[config.mk]
export PLATFORM = sky130hd
export DESIGN_NAME = dct_1d_par
export DESIGN_NICKNAME = d
export VERILOG_FILES = /design/src/rtl/dct_pkg.sv /design/src/rtl/dct_coef_rom.sv /design/src/rtl/dct_1d_par.sv
export SDC_FILE = /design/constraint.sdc
export NUM_CORES = 2
export LEC_CHECK = 0
export CORE_ASPECT_RATIO = 1.25
export CORE_UTILIZATION = 45
export DETAILED_ROUTE_END_ITERATION = 10
export GPL_TIMING_DRIVEN = 0
export MAX_ROUTING_LAYER = met4
export PLACE_DENSITY = 0.59
export SYNTH_ARGS = -nofsm -noshare
export SYNTH_HDL_FRONTEND = slang
export SYNTH_SLANG_ARGS = --single-unit
[constraint.sdc]
create_clock -name clk -period 9.9 [get_ports clk]
set_clock_uncertainty 0.1 [all_clocks]
set_input_delay 1.485 -clock clk [delete_from_list [all_inputs] [get_ports clk]]
set_output_delay 1.485 -clock clk [all_outputs]
set_load 0.01 [all_outputs]
[src/rtl/dct_pkg.sv]
// Shared constants and cosine-table generator for the 8-point DCT-II datapath.
// Latency: n/a (constants and constant functions only).
// Backpressure: n/a.
package dct_pkg;

    localparam int DCT_N      = 8;
    localparam int DCT_IN_W   = 8;
    localparam int DCT_OUT_W  = 10;
    localparam int DCT_COEF_W = 12;

    // Reference cosine magnitudes are held at 2^24 and rounded down to the
    // requested coefficient scale, so COEF_W up to 26 is supported.
    localparam int DCT_COS_FRAC = 24;

    typedef logic [2:0] dct_idx_t;

    // 0.5 * cos(m*pi/16) scaled by 2^24, m = 0..8.
    function automatic int dct_half_cos(input int m);
        int v;
        case (m)
            0:       v = 8388608;
            1:       v = 8227423;
            2:       v = 7750063;
            3:       v = 6974873;
            4:       v = 5931642;
            5:       v = 4660461;
            6:       v = 3210181;
            7:       v = 1636536;
            default: v = 0;
        endcase
        return v;
    endfunction

    // C[k][n] = round(2^(coef_w-2) * c(k)/2 * cos((2n+1)k*pi/16)).
    function automatic int dct_coef(input int k, input int n, input int coef_w);
        int m;
        int mag;
        int sh;
        int q;
        logic neg;
        m   = ((2 * n + 1) * k) % 32;
        neg = 1'b0;
        if (m > 16) m = 32 - m;
        if (m > 8) begin
            m   = 16 - m;
            neg = 1'b1;
        end
        // c(0)/2 = 1/(2*sqrt2) coincides with 0.5*cos(pi/4).
        mag = (k == 0) ? dct_half_cos(4) : dct_half_cos(m);
        sh  = DCT_COS_FRAC - (coef_w - 2);
        q   = (mag + (1 << (sh - 1))) >>> sh;
        return neg ? -q : q;
    endfunction

endpackage

[src/rtl/dct_coef_rom.sv]
// Cosine-coefficient column lookup: for sample index in_cnt, all eight C[k][in_cnt].
// Latency: combinational.
// Backpressure: none.
module dct_coef_rom
    import dct_pkg::*;
#(
    parameter int COEF_W = DCT_COEF_W
) (
    input  logic [2:0]                    in_cnt,
    output logic [DCT_N-1:0][COEF_W-1:0]  coef
);

    typedef logic [DCT_N-1:0][DCT_N-1:0][COEF_W-1:0] tbl_t;

    function automatic tbl_t build_tbl();
        tbl_t t;
        for (int n = 0; n < DCT_N; n++) begin
            for (int k = 0; k < DCT_N; k++) begin
                t[n][k] = COEF_W'(dct_coef(k, n, COEF_W));
            end
        end
        return t;
    endfunction

    localparam tbl_t TBL = build_tbl();

    assign coef = TBL[in_cnt];

endmodule

[src/rtl/dct_1d_par.sv]
// 1-D 8-point DCT-II, eight parallel MACs; y[0..7] streamed out after each block of 8 samples.
// Latency: y[0] one cycle after the edge accepting x[7]. Optional macro DCT1D_SAT_EN saturates outputs.
// Backpressure: none; enb gaps only stretch accumulation, output bursts never stall.
module dct_1d_par
    import dct_pkg::*;
#(
    parameter int IN_W   = DCT_IN_W,
    parameter int OUT_W  = DCT_OUT_W,
    parameter int COEF_W = DCT_COEF_W
) (
    input  logic             clk,
    input  logic             rst,
    input  logic             enb,
    input  logic [IN_W-1:0]  data_in,
    input  logic             lvl_shift,
    input  logic             clr,
    output logic [OUT_W-1:0] data_out,
    output logic             tp_enb,
    output logic             blk_last
);

    localparam int ACC_W = IN_W + 1 + COEF_W + 3;
    localparam int SH    = COEF_W - 2;

    localparam logic signed [ACC_W-1:0] ZERO     = '0;
    localparam logic signed [ACC_W-1:0] RND_HALF = ACC_W'(2 ** (COEF_W - 3));
    localparam logic signed [IN_W:0]    LVL_OFS  = (IN_W + 1)'(2 ** (IN_W - 1));
`ifdef DCT1D_SAT_EN
    localparam logic signed [ACC_W-1:0] SAT_MAX  = ACC_W'(2 ** (OUT_W - 1) - 1);
    localparam logic signed [ACC_W-1:0] SAT_MIN  = ~SAT_MAX;
`endif

    dct_idx_t                       in_cnt;
    dct_idx_t                       out_idx;
    logic signed [ACC_W-1:0]        acc     [DCT_N];
    logic signed [ACC_W-1:0]        acc_nxt [DCT_N];
    logic        [OUT_W-1:0]        res     [DCT_N];
    logic        [OUT_W-1:0]        bank    [DCT_N];
    logic [DCT_N-1:0][COEF_W-1:0]   coef;
    logic signed [IN_W:0]           smp;
    logic                           blk_done;

    function automatic logic [OUT_W-1:0] fit(input logic signed [ACC_W-1:0] s);
        logic signed [ACC_W-1:0] r;
        r = (s + RND_HALF) >>> SH;
`ifdef DCT1D_SAT_EN
        if (r > SAT_MAX) r = SAT_MAX;
        else if (r < SAT_MIN) r = SAT_MIN;
`endif
        return OUT_W'(r);
    endfunction

    dct_coef_rom #(
        .COEF_W (COEF_W)
    ) u_coef_rom (
        .in_cnt (in_cnt),
        .coef   (coef)
    );

    assign blk_done = enb && !clr && (in_cnt == 3'd7);

    // Accumulators restart from zero at the first sample of every block.
    always_comb begin
        smp = $signed({1'b0, data_in});
        if (lvl_shift) smp = smp - LVL_OFS;
        for (int k = 0; k < DCT_N; k++) begin
            acc_nxt[k] = ((in_cnt == 3'd0) ? ZERO : acc[k])
                       + ACC_W'(smp) * ACC_W'($signed(coef[k]));
            res[k]     = fit(acc_nxt[k]);
        end
    end

    always_ff @(posedge clk or negedge rst) begin
        if (!rst) begin
            in_cnt <= '0;
            for (int k = 0; k < DCT_N; k++) acc[k] <= '0;
        end else if (clr) begin
            in_cnt <= '0;
            for (int k = 0; k < DCT_N; k++) acc[k] <= '0;
        end else if (enb) begin
            in_cnt <= in_cnt + 3'd1;
            for (int k = 0; k < DCT_N; k++) acc[k] <= blk_done ? ZERO : acc_nxt[k];
        end
    end

    // y[0] goes straight to data_out on the load edge; the bank feeds y[1..7].
    always_ff @(posedge clk or negedge rst) begin
        if (!rst) begin
            for (int k = 0; k < DCT_N; k++) bank[k] <= '0;
            out_idx  <= '0;
            data_out <= '0;
            tp_enb   <= 1'b0;
            blk_last <= 1'b0;
        end else if (blk_done) begin
            for (int k = 0; k < DCT_N; k++) bank[k] <= res[k];
            out_idx  <= 3'd1;
            data_out <= res[0];
            tp_enb   <= 1'b1;
            blk_last <= 1'b0;
        end else if (tp_enb && !blk_last) begin
            out_idx  <= out_idx + 3'd1;
            data_out <= bank[out_idx];
            blk_last <= (out_idx == 3'd7);
        end else begin
            data_out <= '0;
            tp_enb   <= 1'b0;
            blk_last <= 1'b0;
        end
    end

endmodule

==> impl_metrics.yaml <==
sta:
  final_max_slew_viol_count: 11
  whs_ns: 0.369
  setup_viol: 0
  grt_setup_unrepaired: "no"
  worst_pin_slew_ns: 1.60
  max-slew-margin-rel: -0.0676
  min_period_ns: 9.76
  max_freq_mhz: 102
  hold_viol: 0
  finalCritPeriodShare: 0.986
  tns_ns: 0
clock_network:
  h-tree-depth: 2
  clock_latency_ns: 0.58
  clk_pin_slew_ns: 0.06
  clock_path_buffers: 3
  cts_hold_buffers: 0
  cts-root-buf: "clkbuf_16"
  cts_tree: "built"
  cts_sinks: 252
  cts_made_buffers: 35
yosys:
  ys_seq_area_frac: 0.155
  synthCells: 4372
  syn_area_per_cell_um2: 9.32
  syn_area_um2: 40700
  yosysWarnings: 0
  synth_ff_type: "dfrtp_1"
  syn_nets: 5469
  synth_edf_count: 0
  synth_cell_type_count: 87
  yosys_register_bits: 252
  async_flop_share: 1.00
final_layout:
  design_area_um2: 43700
  syn_to_final_growth_pct: 7.19
  drive_above_1_share: 0.0316
  fin_nets: 5531
drt:
  viasPerCell: 5.46
  detail_route.wl_per_cell_um: 23.5
  dr.pass1.iters: 5
  wl_mm: 133
  drtIter0Drc: 2237
  ant_nets: 0
  drc: 0
  vias: 30800
worst_hold_path:
  hp-class: "flip-flop to flip-flop"
global_routing:
  grt_max_degree: 91
  grt_pass1_vias: 32500
  antenna_found_initial: 8
  grt_pass1_wl_mm: 200
  grtUsageMet2: 0.522
  use_met3: 0.0394
  grt-ovfl-total: 0
  track_usage: 0.307
  use_met1: 0.340
  grt.busiest_layer: "met2"
placement:
  io_buffers: 22
  gp_congestion: 1.02
  hpwl_mm: 111
  placement.cell_area_um2: 42500
critical_path:
  path_cells: "clkdlybuf4s50_1 > clkbuf_1 > clkbuf_1 > nand2_1 > fa_1 > inv_1 > fa_1 > fa_1 > fa_1 > inv_1 > fa_1 > inv_1 > ha_1 > a21o_1 > a21oi_1 > o21ai_0 > a31oi_1 > a21oi_1 > xor2_1 > nor2b_1 > and4_1 > o31ai_1"
  end_kind: "flip-flop"
  arrival_ns: 10.07
  required_ns: 10.21
  path_common_cell: "fa_1"
  crit_type: "input port to flip-flop"
  worstPathMaxFanout: 10
  rrSetupSlack_ns: 0.98
  start_kind: "input port"
  critical-path-max-stage-delay_ns: 0.83
  crit_slowest_cell: "clkbuf_1"
die:
  start_util: 0.453
  design.core.area_um2: 89900
  rows: 123
  ios: 25
  fp.dieH_um: 338
  die_w_um: 271
  die-area_um2: 91800
status:
  status: "finished, violations left"
  violations: "capacitance limit, slew limit"
run:
  max_cap_viol_count: 1
[worst max-delay path: cells and delay by family]
kind            cells  cell delay, ns
fa+ha+maj           6            3.01
xor+xnor            1            0.68
buf+inv             6            2.49
compound gates      6            1.35
simple gates        3            1.02
[routing by layer]
layer	up-vias	wire, um
met5	-	0
met4	0	10400
met3	376	7260
met2	1001	66300
met1	15600	48900
li1	13900	-
[cell type report]
type	count	area [um2]
Antenna cell	3	7.51
Buffer	135	515
Clock buffer	44	960
Clock inverter	17	159
Fill cell	8686	46200
Inverter	1048	3940
Multi-Input combinational cell	2937	30000
Sequential cell	252	6310
Tap cell	1187	1490
Timing Repair Buffer	25	308
[synth_stat cells, drive strengths merged, types with 10 or more instances]
library cell     n  area (um2)
clkbuf         127         477
xor2            66         578
nand2          370        1390
and2           199        1240
mux4            20         450
and3            20         125
nor2           134         503
o21ai          185         926
nor3            33         170
o211ai          10        75.1
nand3           33         165
nor2b           45         282
inv           1047        3930
mux2i           19         190
nor4            10        62.6
fa             629       12600
xnor2          152        1330
or2             18         113
and4            13         114
a31oi           20         125
o21a            27         203
a211oi          27         218
a21oi           83         423
a21o            46         345
nand4           19         119
nand2b          48         300
ha             455        5690
o31ai           21         173
a22o            97         850
or3             12        75.1
dfrtp          252        6310
[state kept, by name, summed over array words and instances, names as in the netlist]
name,count
tp_enb,1
data_out,10
in_cnt,3
out_idx,3
acc,154
blk_last,1
bank,80
[cell families (layout without fill, tap and decap cells)]
family,Yosys count,after routing,share of synthesized area
xor gates and xnor gates,218,218,0.0469
and+or+nand+nor,988,988,0.122
buffers and inverters,1183,1269,0.109
muxes,43,43,0.0168
other,0,3,0
AOI/OAI and AO/OA,604,604,0.102
adders and majority gates,1084,1084,0.449
DFF,252,252,0.155
[cell usage in the layout (no fill, tap or decap), drive strengths merged, types with 19 or more instances in the layout]
cell,instances
a22o,97
nand3,33
a211oi,27
and3,20
inv,1050
clkdlybuf4s50,21
nor2b,45
a21o,46
o21a,27
clkbuf,171
nor3,33
a31oi,20
nand2b,48
and2,199
nand2,370
nor2,134
fa,629
mux4,20
a21oi,83
nand4,19
dfrtp,252
xnor2,152
o31ai,21
xor2,66
o21ai,185
mux2i,19
ha,455
[what timing repair did]
item / in CTS / in global routing
setup buffers: 0 / 0
setup endpoints to repair: 0 / 11
resized for setup: 0 / 7
[worst paths after layout]
check | startpoint | cells past startpoint | to
setup / recovery | data_in[3] | 22 | bank[49]
hold / removal | acc[185] | 2 | acc[185]
setup reg to reg | in_cnt[0] | 26 | bank[26]
hold reg to reg | acc[185] | 2 | acc[185]
max in group asynchronous | rst | 3 | acc[63]
min in group asynchronous | rst | 1 | acc[173]
[stage by stage]
step | std cells | setup slack, ns | utilization
6_report | 5648 | 0.137 | 0.486
5_1_grt | 5645 | 0.0176 | 0.486
4_1_cts | 5645 | 0.114 | 0.486
3_5_place_dp | 5584 | -0.475 | 0.473
3_3_place_gp | 5581 | -5.28 | 0.472
2_1_floorplan | 4372 | 2.23 | -
Power is not shown: default switching activity piles up to over one toggle a cycle in this logic, so the estimate is an artifact.
